## config.mk

```make
export PLATFORM = sky130hd
export DESIGN_NAME = alu_arbiter
export DESIGN_NICKNAME = d
export VERILOG_FILES = /design/src/rtl/alu_arbiter.sv
export SDC_FILE = /design/constraint.sdc
export NUM_CORES = 1
export LEC_CHECK = 0
export BUFFER_PORTS_ARGS = -buffer_cell sky130_fd_sc_hd__buf_2
export CAP_MARGIN = 20
export CORE_MARGIN = 5
export CORE_UTILIZATION = 46
export CTS_BUF_LIST = sky130_fd_sc_hd__clkbuf_2
export CTS_CLUSTER_SIZE = 14
export DETAILED_ROUTE_END_ITERATION = 10
export GPL_ROUTABILITY_DRIVEN = 0
export PLACE_DENSITY = 0.62
export SETUP_SLACK_MARGIN = 0.02
export SLEW_MARGIN = 20
export SYNTH_ARGS = -nofsm -noshare
export SYNTH_HDL_FRONTEND = slang
export SYNTH_SLANG_ARGS = --single-unit
```

## constraint.sdc

```tcl
create_clock -name clk -period 9.81 [get_ports clk]
set_input_delay 0.4905 -clock clk [delete_from_list [all_inputs] [get_ports clk]]
set_output_delay 0.4905 -clock clk [all_outputs]
set_load 0.03 [all_outputs]
```

## src/rtl/alu_arbiter.sv

```systemverilog
// Two-requester round-robin front end for a shared add/sub/mul/div unit with a restoring divider.
// Optional: define ALU_DIV_EXACT_EN to flag divides that leave a non-zero remainder.
module alu_arbiter #(
  parameter int WIDTH = 10
) (
  input  logic             clk,
  input  logic             rst,
  input  logic             req0_valid,
  output logic             req0_ready,
  input  logic [1:0]       req0_op,
  input  logic [WIDTH-1:0] req0_a,
  input  logic [WIDTH-1:0] req0_b,
  input  logic             req1_valid,
  output logic             req1_ready,
  input  logic [1:0]       req1_op,
  input  logic [WIDTH-1:0] req1_a,
  input  logic [WIDTH-1:0] req1_b,
  output logic             rsp_valid,
  input  logic             rsp_ready,
  output logic             rsp_id,
  output logic [WIDTH-1:0] rsp_result,
  output logic             rsp_err,
  output logic             busy,
  output logic [1:0]       dbg_state
);

  // Handshake: a transfer happens on the rising edge where valid and ready are both high;
  // ready never depends on the same-cycle transfer and valid/payload are held until it happens.

  localparam int CW = $clog2(WIDTH + 1);

  localparam logic [1:0] OP_ADD = 2'b00;
  localparam logic [1:0] OP_SUB = 2'b01;
  localparam logic [1:0] OP_MUL = 2'b10;
  localparam logic [1:0] OP_DIV = 2'b11;

  typedef enum logic [1:0] {
    IDLE = 2'd0,
    EXEC = 2'd1,
    DIV  = 2'd2,
    RESP = 2'd3
  } state_t;

  state_t           state_q;
  logic             last_grant_q;
  logic [1:0]       op_q;
  logic [WIDTH-1:0] a_q;
  logic [WIDTH-1:0] b_q;
  logic             id_q;
  logic [WIDTH-1:0] rem_q;
  logic [WIDTH-1:0] quo_q;
  logic [CW-1:0]    cnt_q;
  logic             rsp_valid_q;
  logic             rsp_id_q;
  logic [WIDTH-1:0] rsp_result_q;
  logic             rsp_err_q;

  logic             grant0;
  logic             grant1;
  logic [WIDTH-1:0] exec_res;
  logic [WIDTH:0]   shifted;
  logic             ge;
  logic [WIDTH-1:0] rem_d;
  logic [WIDTH-1:0] quo_d;
  logic             div_last;
  logic             div_err;

  // On a tie the requester that did not win last time is granted.
  assign grant0 = req0_valid && (!req1_valid || last_grant_q);
  assign grant1 = req1_valid && (!req0_valid || !last_grant_q);

  assign req0_ready = rst && (state_q == IDLE) && grant0;
  assign req1_ready = rst && (state_q == IDLE) && grant1;

  always_comb begin
    exec_res = '0;
    case (op_q)
      OP_ADD:  exec_res = a_q + b_q;
      OP_SUB:  exec_res = a_q - b_q;
      OP_MUL:  exec_res = a_q * b_q;
      default: exec_res = '0;
    endcase
  end

  // One restoring step: shift in the next dividend bit and subtract the divisor if it fits.
  assign shifted  = {rem_q, quo_q[WIDTH-1]};
  assign ge       = (shifted >= {1'b0, b_q});
  assign rem_d    = ge ? (shifted[WIDTH-1:0] - b_q) : shifted[WIDTH-1:0];
  assign quo_d    = {quo_q[WIDTH-2:0], ge};
  assign div_last = (cnt_q == CW'(WIDTH - 1));

`ifdef ALU_DIV_EXACT_EN
  assign div_err = (rem_d != '0);
`else
  assign div_err = 1'b0;
`endif

  always_ff @(posedge clk or negedge rst) begin
    if (!rst) begin
      state_q      <= IDLE;
      last_grant_q <= 1'b1;
      op_q         <= OP_ADD;
      a_q          <= '0;
      b_q          <= '0;
      id_q         <= 1'b0;
      rem_q        <= '0;
      quo_q        <= '0;
      cnt_q        <= '0;
      rsp_valid_q  <= 1'b0;
      rsp_id_q     <= 1'b0;
      rsp_result_q <= '0;
      rsp_err_q    <= 1'b0;
    end else begin
      case (state_q)
        IDLE: begin
          if (req0_ready) begin
            op_q         <= req0_op;
            a_q          <= req0_a;
            b_q          <= req0_b;
            id_q         <= 1'b0;
            last_grant_q <= 1'b0;
            state_q      <= EXEC;
          end else if (req1_ready) begin
            op_q         <= req1_op;
            a_q          <= req1_a;
            b_q          <= req1_b;
            id_q         <= 1'b1;
            last_grant_q <= 1'b1;
            state_q      <= EXEC;
          end
        end
        EXEC: begin
          if (op_q == OP_DIV) begin
            if (b_q == '0) begin
              rsp_result_q <= '1;
              rsp_err_q    <= 1'b1;
              rsp_id_q     <= id_q;
              rsp_valid_q  <= 1'b1;
              state_q      <= RESP;
            end else begin
              rem_q   <= '0;
              quo_q   <= a_q;
              cnt_q   <= '0;
              state_q <= DIV;
            end
          end else begin
            rsp_result_q <= exec_res;
            rsp_err_q    <= 1'b0;
            rsp_id_q     <= id_q;
            rsp_valid_q  <= 1'b1;
            state_q      <= RESP;
          end
        end
        DIV: begin
          rem_q <= rem_d;
          quo_q <= quo_d;
          cnt_q <= cnt_q + CW'(1);
          if (div_last) begin
            rsp_result_q <= quo_d;
            rsp_err_q    <= div_err;
            rsp_id_q     <= id_q;
            rsp_valid_q  <= 1'b1;
            state_q      <= RESP;
          end
        end
        RESP: begin
          if (rsp_ready) begin
            rsp_valid_q <= 1'b0;
            state_q     <= IDLE;
          end
        end
        default: state_q <= IDLE;
      endcase
    end
  end

  assign rsp_valid  = rsp_valid_q;
  assign rsp_id     = rsp_id_q;
  assign rsp_result = rsp_result_q;
  assign rsp_err    = rsp_err_q;
  assign busy       = (state_q != IDLE);
  assign dbg_state  = state_q;

endmodule

```

Word level (Yosys, flattened, before mapping)

Cells that the tools add are included.

Add/sub/neg operators: 4
Multipliers: 1
$lt $le $gt $ge: 1
Equal/unequal tests: 13
Multiplexer cells: 42
Reduce and logical (&&, ||, !) cells: 22

Operators with widths:

| kind                  | number |
|---|---|
| $mux W10              | 12 |
| $pmux W10 S2          | 3 |
| $pmux W10 S3          | 1 |
| $sub A10 B10 Y10      | 2 |
| $mux W2               | 7 |
| $mux W1               | 12 |
| $ge A11 B10 Y1        | 1 |
| $add A10 B10 Y10      | 1 |
| $logic_not A10 Y1     | 1 |
| $mul A10 B10 Y10      | 1 |
| $reduce_and A3 Y1     | 3 |
| $eq A2 B2 Y1 const B  | 4 |
| $mux W4               | 2 |
| $ne A2 B2 Y1 const B  | 4 |
| $pmux W2 S4           | 1 |
| $pmux W4 S2           | 1 |
| $ne A3 B3 Y1 const B  | 2 |
| $reduce_bool A2 Y1    | 3 |
| $logic_and A1 B1 Y1   | 5 |
| $add A4 B1 Y4 const B | 1 |
| $eq A2 B1 Y1 const B  | 2 |
| $eq A4 B4 Y1 const B  | 1 |
| $logic_not A2 Y1      | 2 |
| $pmux W1 S2           | 2 |
| 6 further kinds       | 9 |

Register bits after elaboration: 63
Input port bits: 49
Output and inout port bits: 18
Logic and storage cells: 96

Logic depth before layout (Yosys ltp)

Word-level depth: 7
Gate-level depth with buffers: 18
Gate-level depth less buffers: 17

Least setup slack after synthesis

OpenSTA, ideal clock, no wires.

Kind: reg-to-reg
From: reg b_q[3]
To: reg rsp_result_q[9] (netlist: rsp_result[9])
Library setup time: 134 ps
Arrival: 4440 ps
Slack: 5236 ps
Cell stages (with the launch flop): 19
Buffers on the path: 1
Clock period less this slack: 4574 ps
Cell sequence: dfrtp_1 > clkbuf_1 > nand2_1 > fa_1 > inv_1 > fa_1 > ha_1 > fa_1 > inv_1 > fa_1 > inv_1 > ha_1 > nand3_1 > nor2_1 > a211oi_1 > a21oi_1 > xnor2_1 > o221ai_1 > o211ai_1

Word-level cells in the longest chain between the ends: 4

Ends and longest elaborated chain:

| what                                           | line | source |
|---|---|---|
| start: declaration                             | 48   | `logic [WIDTH-1:0] b_q;` |
| start signal: assignment                       | 119  | `b_q <= req0_b;` |
| start signal: assignment                       | 126  | `b_q <= req1_b;` |
| $mul A10 B10 Y10, or another cell as far along | 80   | `OP_MUL: exec_res = a_q * b_q;` |
| $pmux W10 S3                                   | 77   | `case (op_q)` |
| $mux W10                                       | 133  | `if (op_q == OP_DIV) begin` |
| $pmux W10 S2                                   | 114  | `case (state_q)` |
| end signal: assignment                         | 147  | `rsp_result_q <= exec_res;` |
| end signal: assignment                         | 159  | `rsp_result_q <= quo_d;` |
| end: declaration                               | 55   | `logic [WIDTH-1:0] rsp_result_q;` |

Several ways; a longest one is shown, not always the timed one.
A chain may end at the register's enable or synchronous reset.

Final worst setup path

Ends and elaborated chain as after synthesis.

==> summary.md <==
| Metric | Value |
|---|---|
| FFs w/ async S/R, synth | 100.0% |
| Multiplexer area fraction after synthesis | 4.314% |
| Initial antenna violation count | 0 |
| Vias | 4,886 |
| Final wirelength | 14.93 mm |
| Clock Tree Root | clkbuf_2 |
| WL/cell | 17.54 µm |
| WP data arrival | 5.19 ns |
| Core ar. | 0.01196 mm² |
| Hold path endpoint | op_q[1]$_DFFE_PN0P_ |
| Initial DRC Count | 397 |
| Die area | 0.01448 mm² |
| Critical Path Source Type | register |
| Fin. max-slew vios | 0 |
| H-tree levels | 3 |
| Vias per cell | 5.741 |
| Global-route wire length before repair | 24.95 mm |
| Max-cap violations | 0 |
| Gr ovfl total | 0 |
| Dpl hpwl | 11.43 mm |
| Cell Area, Synth | 0.005598 mm² |
| FMAX | 0.2112 GHz |
| CTS tree | built |
| Clk_skew | 0.03690 ns |
| Status | finished, final reports clean |
| Critical path class | register to register |
| EDFF count, synth | 0 |
| FF+latch count, synth | 63 |
| Starting Density | 46.80% |
| Die width | 120.3 µm |
| ANT nets after route | 0 |
| Gate Count Post-Synth | 650 |
| Critical Path End Type | register |
| Setup violators final | 0 |
| Setup Buffers After CTS | 0 |
| Main synth FF type | dfrtp_1 |
| Synth cell types | 63 |
| Crit-path max FO | 12 |
| Critical Path RT | 10.26 ns |
| FF-to-FF Start | b_q[3]$_DFFE_PN0P_ |
| Period Utilization, post-route | 48.26% |
| Hold Vio Cnt, Final | 0 |
| R2r worst-path depth | 14 |
| DRC violations left | 0 |
| Worst hold path type | primary input to register |
| FF-to-FF End | rsp_result[9]$_DFFE_PN0P_ |
| Worst slew margin | 36.56% |
| Largest family of logic cells by synthesized area | adder cells |
| Router iterations before antenna repair | 6 |
| GRT Overall Usage | 21.41% |
| Mapped Avg Cell Area | 8.612 µm² |
| Area grow syn2layout | 9.209% |
| Register area share after synthesis | 28.19% |
| Worst hold margin | 0.1392 ns |
| Flop-to-flop setup slack | 5.08 ns |
| Compound-Gate Fraction of Synth Area | 18.64% |
| # clock sinks | 63 |
| Post-CTS sizing | 0 |
| Nets@finish | 824 |
| RSZ-0062 raised after global routing | no |
| Max clock buf depth | 2 |
| Pin count of the biggest net entering global routing | 65 |
| Die Height | 120.3 µm |
| HP Start | req0_op[1] |
| Share of cells above drive strength 1 | 13.64% |
| Vias in the first global route | 4,898 |
| Synth warn | 0 |
| CTS Hold Bufs | 0 |
| Adder-Cell Fraction of Synth Area | 20.21% |
| I/O pins | 67 |
| Setup TNS | 0 ns |
| Clk_lat worst skew | 0.54 ns |
| Post-synthesis simple-gate area fraction | 16.23% |
| Num CTS Buffers | 9 |
| I/O Buffers | 66 |
| Crit path time final | 4.734 ns |
| Post-synthesis net count | 775 |
| ANT cells | 0 |
| Synth Area in XOR/XNOR | 6.124% |
| Placement row count | 40 |
| Hold Path Cell Cnt | 3 |
| Clock Pin Slew Worst Setup and Hold Paths | 0.20 ns |
| Least-Margin Pin Slew | 0.9516 ns |
## registers in the layout, summed over array words and instances, names as in the netlist
| name | count |
|---|---|
| a_q | 10 |
| b_q | 10 |
| cnt_q | 4 |
| dbg_state | 2 |
| id_q | 1 |
| last_grant_q | 1 |
| op_q | 2 |
| quo_q | 10 |
| rem_q | 10 |
| rsp_err | 1 |
| rsp_id | 1 |
| rsp_result | 10 |
| rsp_valid | 1 |
## how the worst max path moves through the flow
stage | slack (ns) | cells after the start | from | endpoint
finish | 5.08 | 14 | b_q[3]$_DFFE_PN0P_ | rsp_result[9]$_DFFE_PN0P_
global route | 4.76 | 14 | b_q[3]$_DFFE_PN0P_ | rsp_result[9]$_DFFE_PN0P_
CTS | 5.02 | 14 | b_q[3]$_DFFE_PN0P_ | rsp_result[9]$_DFFE_PN0P_
detailed placement | 5.05 | 17 | a_q[3]$_DFFE_PN0P_ | rsp_result[9]$_DFFE_PN0P_
global placement | 5.16 | 17 | a_q[3]$_DFFE_PN0P_ | rsp_result[9]$_DFFE_PN0P_
floorplan | 5.24 | 18 | b_q[3]$_DFFE_PN0P_ | rsp_result[9]$_DFFE_PN0P_
## layout by cell type, fill, tap and decap left out, drive strengths merged, types with 19 or more instances in the layout
cell type,count
ha,52
buf,70
fa,24
o21ai,59
nor2,38
xnor2,30
a21oi,31
mux2i,23
inv,54
nand2,107
dfrtp,62
o22ai,19
## critical path, cell delays in order (launching register included)
cell and delay (ns):
dfrtp_1 0.59, nand2_1 0.14, fa_1 0.53, fa_1 0.53, inv_1 0.05, fa_1 0.47, fa_1 0.52, fa_1 0.44
xnor2_1 0.17, xnor2_1 0.15, xnor2_1 0.14, xnor3_1 0.47, xnor2_1 0.15, o221ai_1 0.18, o211ai_1 0.12
## metrics by stage
stage,instances,worst slack [ns],area (µm²),utilization (%)
global route,851,4.756,6113,51.11
detailed placement,835,5.049,6011,50.25
global placement,835,5.156,6007,50.22
floorplan,650,5.236,5598,-
finish,851,5.076,6113,51.11
CTS,851,5.023,6113,51.11
## logic make-up (layout without fill, tap and decap cells)
kind of cell	after synthesis	in the layout
AO/OA/AOI/OAI	166	166
adder cells (fa/ha/maj)	76	76
multiplexers	24	24
XOR/XNOR	36	36
AND/OR/NAND/NOR	198	198
buffers and inverters	87	141
flip-flops	63	63
## Yosys cell counts (19+ instances only)
library cell | instances | area share, %
fa_1 | 24 | 8.6
nand2_1 | 106 | 7.1
o22ai_1 | 19 | 2.1
o21ai_0 | 57 | 5.1
mux2i_1 | 23 | 4.1
inv_1 | 54 | 3.6
xnor2_1 | 30 | 4.7
a21oi_1 | 31 | 2.8
nor2_1 | 37 | 2.5
ha_1 | 52 | 12
clkbuf_1 | 23 | 1.5
dfrtp_1 | 62 | 28
## per-layer routing
layer	routed length, µm	share of wire (%)	vias to the layer above	GRT usage (%)
met5	0	0	-	0
met4	185	1.2	0	5.312
met3	977	6.5	15	5.098
met2	7064	47	198	35.62
met1	6700	45	2329	28.25
li1	-	-	2344	-
## layout make-up
type                       instances  area [µm²]
tap                              147       183.9
timing repair buffer              70       360.3
clock inverter                     6       52.55
sequential                        63        1578
clock buffer                      10       50.05
inverter                          55       206.4
fill                            1147        5848
multi-input combinational        500        3682
Power is not shown: default switching activity piles up to over one toggle a cycle in this logic, so the estimate is an artifact.
